==> src/rtl/ga_reg_ctrl.sv <==
// ga_reg_ctrl: gate-array register/config controller for the video colour path.
// Decodes CPU writes into pen select, ink palette, screen mode and ROM enables,
// and runs the 52-line raster interrupt counter with VSYNC resync and Z80 ack.
module ga_reg_ctrl #(
  parameter int INT_LINES = 52,
  parameter int VS_DELAY  = 2
) (
  input  logic             clk,
  input  logic             RESET,
  input  logic             cen_16,
  input  logic             CPU_WR,
  input  logic [7:0]       D,
  input  logic             HSYNC,
  input  logic             VSYNC,
  input  logic             INT_ACK,
  output logic [15:0][4:0] INKR,
  output logic [4:0]       BORDER,
  output logic [1:0]       MODE,
  output logic             LROMEN_N,
  output logic             HROMEN_N,
  output logic             INT_N
);

  localparam int VW = $clog2(VS_DELAY + 1);

  logic          r_hs_q;
  logic          r_vs_q;
  logic [3:0]    r_pen_sel;
  logic          r_pen_border;
  logic [1:0]    r_mode_pend;
  logic [5:0]    r_r52;
  logic [VW-1:0] r_vs_cnt;

  logic       w_wr;
  logic       w_hs_rise;
  logic       w_hs_fall;
  logic       w_vs_rise;
  logic       w_ack;
  logic       w_clr;
  logic       w_vs_hit;
  logic       w_raise;
  logic [5:0] w_r52_inc;
  logic [5:0] w_r52_nxt;
  logic       w_int_n_nxt;

  assign w_wr      = CPU_WR & cen_16;
  assign w_hs_rise = cen_16 &  HSYNC & ~r_hs_q;
  assign w_hs_fall = cen_16 & ~HSYNC &  r_hs_q;
  assign w_vs_rise = cen_16 &  VSYNC & ~r_vs_q;
  assign w_ack     = INT_ACK & cen_16;
  assign w_clr     = w_wr & (D[7:6] == 2'b10) & D[4];
  // A VSYNC re-rise in the same cycle restarts the delay instead of completing it
  assign w_vs_hit  = w_hs_fall & ~w_vs_rise & (r_vs_cnt == VW'(1));
  assign w_r52_inc = r_r52 + 6'd1;

  // Sample sync levels once per cen_16 tick for edge detection
  always_ff @(posedge clk) begin
    if (RESET) begin
      r_hs_q <= 1'b0;
      r_vs_q <= 1'b0;
    end else if (cen_16) begin
      r_hs_q <= HSYNC;
      r_vs_q <= VSYNC;
    end
  end

  // CPU register writes; pending mode is promoted at HSYNC rise using the old value
  always_ff @(posedge clk) begin
    if (RESET) begin
      INKR         <= '0;
      BORDER       <= 5'd0;
      MODE         <= 2'd0;
      LROMEN_N     <= 1'b0;
      HROMEN_N     <= 1'b0;
      r_pen_sel    <= 4'd0;
      r_pen_border <= 1'b0;
      r_mode_pend  <= 2'd0;
    end else begin
      if (w_hs_rise) MODE <= r_mode_pend;
      if (w_wr) begin
        case (D[7:6])
          2'b00: begin
            if (D[4]) begin
              r_pen_border <= 1'b1;
            end else begin
              r_pen_border <= 1'b0;
              r_pen_sel    <= D[3:0];
            end
          end
          2'b01: begin
            if (r_pen_border) BORDER <= D[4:0];
            else              INKR[r_pen_sel] <= D[4:0];
          end
          2'b10: begin
            r_mode_pend <= D[1:0];
            LROMEN_N    <= D[2];
            HROMEN_N    <= D[3];
          end
          default: ;
        endcase
      end
    end
  end

  // VSYNC resync delay: armed on VSYNC rise, counts HSYNC falls down to idle (0)
  always_ff @(posedge clk) begin
    if (RESET) begin
      r_vs_cnt <= '0;
    end else if (w_vs_rise) begin
      r_vs_cnt <= VW'(VS_DELAY);
    end else if (w_hs_fall && r_vs_cnt != '0) begin
      r_vs_cnt <= r_vs_cnt - VW'(1);
    end
  end

  // Next raster count and IRQ level: clear > resync > wrap raise > ack
  always_comb begin
    w_raise     = 1'b0;
    w_r52_nxt   = r_r52;
    w_int_n_nxt = INT_N;
    if (w_clr) begin
      w_r52_nxt   = 6'd0;
      w_int_n_nxt = 1'b1;
    end else begin
      if (w_vs_hit) begin
        w_r52_nxt = 6'd0;
        w_raise   = r_r52[5];
      end else if (w_hs_fall) begin
        if (w_r52_inc == 6'(INT_LINES)) begin
          w_r52_nxt = 6'd0;
          w_raise   = 1'b1;
        end else begin
          w_r52_nxt = w_r52_inc;
        end
      end
      if (w_ack) begin
        w_r52_nxt[5] = 1'b0;
        w_int_n_nxt  = 1'b1;
      end
      if (w_raise) w_int_n_nxt = 1'b0;
    end
  end

  // Raster counter and interrupt request registers
  always_ff @(posedge clk) begin
    if (RESET) begin
      r_r52 <= 6'd0;
      INT_N <= 1'b1;
    end else if (cen_16) begin
      r_r52 <= w_r52_nxt;
      INT_N <= w_int_n_nxt;
    end
  end

endmodule
==> config.mk <==
export PLATFORM = sky130hd
export DESIGN_NAME = ga_reg_ctrl
export DESIGN_NICKNAME = d
export VERILOG_FILES = /design/src/rtl/ga_reg_ctrl.sv
export SDC_FILE = /design/constraint.sdc
export NUM_CORES = 1
export LEC_CHECK = 0
export CAP_MARGIN = 15
export CELL_PAD_IN_SITES_DETAIL_PLACEMENT = 1
export CELL_PAD_IN_SITES_GLOBAL_PLACEMENT = 2
export CORE_UTILIZATION = 30
export CTS_CLUSTER_SIZE = 28
export DETAILED_ROUTE_END_ITERATION = 8
export PLACE_DENSITY = 0.86
export SLEW_MARGIN = 0
export SYNTH_ARGS = -nofsm -noshare
export SYNTH_HDL_FRONTEND = slang
export SYNTH_SLANG_ARGS = --single-unit
export TNS_END_PERCENT = 1
==> constraint.sdc <==
create_clock -name clk -period 1.67 [get_ports clk]
set_input_delay 0.4175 -clock clk [delete_from_list [all_inputs] [get_ports clk]]
set_output_delay 0.4175 -clock clk [all_outputs]
set_load 0.1 [all_outputs]
# Word-level counts from Yosys, hierarchy flattened
# Cells that the tools add are included.
[op_classes]
eq_ne = 4
n_mux = 18
addsub = 2
n_reduce_logical = 17
n_bitwise = 18
magnitude_cmp = 2
[ops]
columns = ["op", "count"]
rows = [
  ["bitwise mux 80 bit", 1],
  ["two-way mux 6 bit", 4],
  ["demux 5 bit (select 4 bit)", 1],
  ["bitwise AND 1 bit", 12],
  ["AND reduction 2 bit", 5],
  ["two-way mux 1 bit", 9],
  ["AND reduction 3 bit", 3],
  ["adder 6 x 1 -> 6 bit, second input constant", 1],
  ["equality test 6 bit, second input constant", 1],
  ["NOT 1 bit", 6],
  ["nonzero test 3 bit", 2],
  ["< comparator 4 x 5 -> 1 bit, second input constant", 1],
  ["two-way mux 5 bit", 1],
  ["equality test 2 x 1 -> 1 bit, second input constant", 2],
  [">= comparator 4 x 1 -> 1 bit, second input constant", 1],
  ["two-way mux 2 bit", 2],
  ["nonzero test 2 bit", 2],
  ["nonzero test 4 bit", 1],
  ["equality test 2 bit, second input constant", 1],
  ["logical AND 1 bit", 2],
  ["zero test 2 bit", 1],
  ["OR reduction 2 bit", 1],
  ["subtractor 2 x 1 -> 2 bit, second input constant", 1],
]
[word_totals]
inputBits = 15
reg_bits = 107
out_inout_bits = 90

# Longest topological paths before layout
# Gate-level depths: netlist (run 1).
[depth]
word_depth = 9
depth_mapped = 7
mapped_depth_nobuf = 6

# Worst setup path after synthesis (run 1)
# No wires, ideal clock.
[synth_timing]
path_kind = "input -> register"
startpoint = "input port cen_16"
endpoint = "register INKR[55] in the netlist's numbering"
path_buffers = 1
slack_ns = 0.164
setup_ns = 0.128
arrival_ns = 1.378
stages = 5
cell_sequence = "buf_6 nand4b_4 nor4b_4 mux2i_1 nor2_1"
[synth_via]
elab_chain_len = 2
[synth_lines]
columns = ["element", "line", "rtl"]
rows = [
  ["start, declared", "10", "input logic cen_16,"],
  ["bitwise AND 1 bit", "46", "assign w_wr = CPU_WR & cen_16;"],
  ["AND reduction 3 bit (no line)", "-", ""],
  ["end signal, assigned by index", "92", "else INKR[r_pen_sel] <= D[4:0];"],
  ["end, declared", "16", "output logic [15:0][4:0] INKR,"],
]
# Every way passes these cells.
# A chain may end at the register's enable or synchronous reset.

# Worst setup path in the final report (run 1)
[layout_timing]
startpoint = "input port D[7]"
endpoint = "register INKR[57] in the netlist's numbering"
[layout_via]
elab_chain_len = 2
[layout_lines]
columns = ["element", "line", "rtl"]
rows = [
  ["start, declared", "12", "input logic [7:0] D,"],
  ["equality test 2 x 1 -> 1 bit", "81", "case (D[7:6])"],
  ["AND reduction 3 bit (no line)", "-", ""],
]
# Every way passes these cells.

==> results of run 1 <==
-- worst max path at each step --
stage / slack (ns) / cells after the start / end / from
floorplan: 0.16 / 5 / INKR[55] / cen_16
global placement: -0.41 / 7 / INKR[58] / D[7]
detailed placement: -0.49 / 7 / INKR[57] / cen_16
CTS: 0.07 / 5 / INKR[13] / r_pen_sel[1]
global route: 0.02 / 5 / r_r52[5] / r_r52[0]
finish: 0.10 / 7 / INKR[57] / D[7]
-- flip-flops by register name, indices dropped and copies added, names as in the netlist --
name and count:
BORDER 5, HROMEN_N 1, INKR 80, INT_N 1
LROMEN_N 1, MODE 2, r_hs_q 1, r_mode_pend 2
r_pen_border 1, r_pen_sel 4, r_r52 6, r_vs_cnt 2
r_vs_q 1
-- layout make-up --
class	instances	area share [%]
Clock inverter	2	0.500
Inverter	2	0.107
Clock buffer	14	3.63
Multi-Input combinational cell	288	29.2
Sequential cell	107	30.6
Timing Repair Buffer	143	32.7
Tap cell	180	3.22
-- power by group through the flow --
stage	Clock [mW]	Sequential, mW	Combinational, mW
global placement	0	2.63	0.315
CTS	2.18	2.58	0.333
finish	2.10	2.58	0.327
floorplan	0	2.66	0.136
global route	2.28	2.58	0.350
detailed placement	0	2.63	0.325
-- repair_timing --
item                       CTS  global route
cloned                       0             0
buffers inserted             2             0
gates resized for setup     12             6
setup endpoints to repair   35            19
pin swaps                    2             0
-- worst max-delay path, cell delays in order --
cell and delay (ns):
dlygate4sd2_1 0.25, buf_6 0.13, nand4b_4 0.21, nor4b_4 0.34
buf_6 0.18, mux2i_1 0.20, nor2_1 0.05
-- placed cells by master, fill, tap and decap left out, drive strengths merged, types with 2 or more instances in the layout --
cell type	synthesis	layout
nor3b	2	2
nor3	2	2
nand4b	4	4
buf	9	131
dlygate4sd2	0	4
or3	2	2
nor2b	3	3
a21oi	18	18
clkdlybuf4s50	0	8
inv	2	2
o21ai	3	3
nand3	15	15
a21o	3	3
dfxtp	107	107
nand4	6	6
and4b	3	3
nand3b	4	4
nor4	2	2
a31oi	2	2
mux2i	89	89
nor2	93	93
nand2	21	21
clkbuf	22	14
and3	3	3
ha	3	3
-- kinds of logic (layout without fill, tap and decap cells) --
logic type	count (synthesis)	count (layout)	share of synthesized area, %
buffers and inverters	33	161	3.77
XOR/XNOR	1	1	0.203
AO/OA/AOI/OAI	30	30	4.00
adder cells (fa/ha/maj)	3	3	0.870
AND/OR/NAND/NOR	165	165	20.9
flip-flops	107	107	49.7
multiplexers	89	89	20.6
-- routing by layer --
metal | part of all wire (%) | GRT usage, %
met1 | 40 | 19.7
met2 | 52 | 32.1
met3 | 6.8 | 7.30
met4 | 1.2 | 5.17
met5 | 0 | 0
-- metrics by stage --
stage / power (mW) / TNS [ns]
5_1_grt: 5.21 / 0
6_report: 5.01 / 0
2_1_floorplan: 2.79 / 0
3_5_place_dp: 2.96 / -32.05
4_1_cts: 5.08 / 0
3_3_place_gp: 2.95 / -28.88
==> summary.md, run 1 <==
| Metric | Value |
|---|---|
| Outcome | `finished, final reports clean` |
| Maximum clock rate | `approximately 640 MHz` |
| Share of post-route cells with drive strength above 1 | `30.0%` |
| Placed insts | `~720` |
| Clock power share | `42.0%` |
| Vias in the first global route | `approximately 3.9k` |
| Worst Min Path Start | `r_mode_pend[1]` |
| Hold_buf cts | `0` |
| Worst Path Required | `1.91 ns` |
| Remaining DRCs | `0` |
| Maximum buffer depth of the clock tree | `2` |
| Via-per-instance ratio | `between 4 and 5` |
| Final worst slack | `just over 0.1 ns` |
| Leakage | `3.07 nW` |
| WHS Endpoint | `r_mode_pend[1]` |
| Antenna Nets Post-Route | `0` |
| IO buf count | `between 100 and 150` |
| Post-Synthesis Cell Area | `4310 um^2` |
| Net Sw Frac | `between 20% and 30%` |
| Setup-failing EPs final | `0` |
| Final Hold Fails | `0` |
| H-tree depth | `3` |
| Critical-path maximum fanout | `5` |
| Post-synth top area cell | `dfxtp_1` |
| Later-pin clock latency in the skew report | `about 0.35 ns` |
| Top cells by count, synth | `107 x dfxtp_1, 92 x nor2_1, 89 x mux2i_1` |
| Final Non-Filler Cells | `roughly 740` |
| Routed wire per std cell | `~17 um` |
| Flop2flop setup slack | `0.12 ns` |
| Synthesized flop and latch total | `107` |
| First-pass GRT wire length | `20.3 mm` |
| Max-slew violations | `0` |
| Reg-to-reg endpoint | `INKR[57]` |
| Ys flop type | `dfxtp_1` |
| Skew final | `~0.0048 ns` |
| Asr flop ratio synth | `0%` |
| Top post-synthesis cells by area | `dfxtp_1 50%, mux2i_1 21%, nor2_1 8.0%` |
| Initial antenna violation count | `0` |
| Syn Nets | `between 400 and 500` |
| Pwr Density | `approximately 720 nW/um^2` |
| Cells after synthesis | `approximately 430` |
| Worst min path class | `flop to flop` |
| EDFF count, synth | `0` |
| Final nets | `569` |
| Initial Utilization | `between 30% and 40%` |
| Sequential fraction of the synthesis area | `about half` |
| CP endpoint kind | `flop` |
| DRT Pass-1 Iters | `4` |
| Critical path arrival | `1.80 ns` |
| Post-place setup slack | `-0.486 ns` |
| R2R depth | `5` |
| Worst r2r src | `r_pen_sel[0]` |
| Seq pwr share | `approximately half` |
| Period utilisation layout | `93.8%` |
| Unrepaired setup endpoints after global routing | `false` |
| Min cycle time layout | `roughly 1.6 ns` |
| Fillcell total | `between 1k and 1.5k` |
| Tot GR Track Use | `around 18%` |
| Multi-input gate area | `around 2000 um^2` |
| Cell variety after synth | `40` |
| DIE AREA | `14900 um^2` |
| GPL Wtd Cong | `0.761` |
| Die Ht | `approximately 120 um` |
| Count leader, synth | `dfxtp_1` |
| Initial DRC Count | `roughly 200` |
| Vias | `3523` |
| Relative slew slack | `between 60% and 70%` |
| Hold path cells | `2` |
| Top-area cell type share of the netlist area | `between 40% and 50%` |
| I/O pin count | `around 110` |
| Measured slew at the worst slew-check pin | `~0.48 ns` |
| CTS tree | `built` |
| Dpl cell area | `about 6600 um^2` |
| Core Footprint | `around 14000 um^2` |
| Int Power | `roughly 3.9 mW` |
| Synth warnings | `0` |
| CTS root buffer | `clkbuf_16` |
| Grt ovf | `0` |
| Peak VDD IR | `roughly 0.00076 V` |
| Num CTS Buffers | `9` |
| Synthesized area per cell | `10.1 um^2` |
| Max Cap Violations | `0` |
| Register Area | `roughly 2100 um^2` |
| Die width | `122 um` |
| Layout area overhead | `62.3%` |
| Critical path class | `primary input to flop` |
| Util after Layout | `between 50 and 60%` |
| Antenna Cells | `0` |
| Comb power frac | `6.5%` |
| Final WL | `between 10 and 15 mm` |
| Hold Worst Slack | `0.480 ns` |
| Core Rows | `43` |
| # clock sinks | `107` |
| Dpl hpwl | `between 9 and 10 mm` |
| Largest net degree at the start of global routing | `54` |
| CP Launch Type | `primary input` |
| Fin area | `about 7000 um^2` |
| Net switching power | `1.11 mW` |
| Clock slew at reported path FFs | `~0.070 ns` |
Power figures use the tool's default switching activity.
==> inputs of run 2 (changes only) <==
--- a/config.mk
+++ b/config.mk
@@ -9,6 +9,7 @@
 export CELL_PAD_IN_SITES_DETAIL_PLACEMENT = 1
 export CELL_PAD_IN_SITES_GLOBAL_PLACEMENT = 2
 export CORE_UTILIZATION = 30
+export CTS_CLUSTER_DIAMETER = 120
 export CTS_CLUSTER_SIZE = 28
 export DETAILED_ROUTE_END_ITERATION = 8
 export PLACE_DENSITY = 0.86
==> results of run 2 <==
The final DEF is identical to that of run 1; final timing and power are the same.
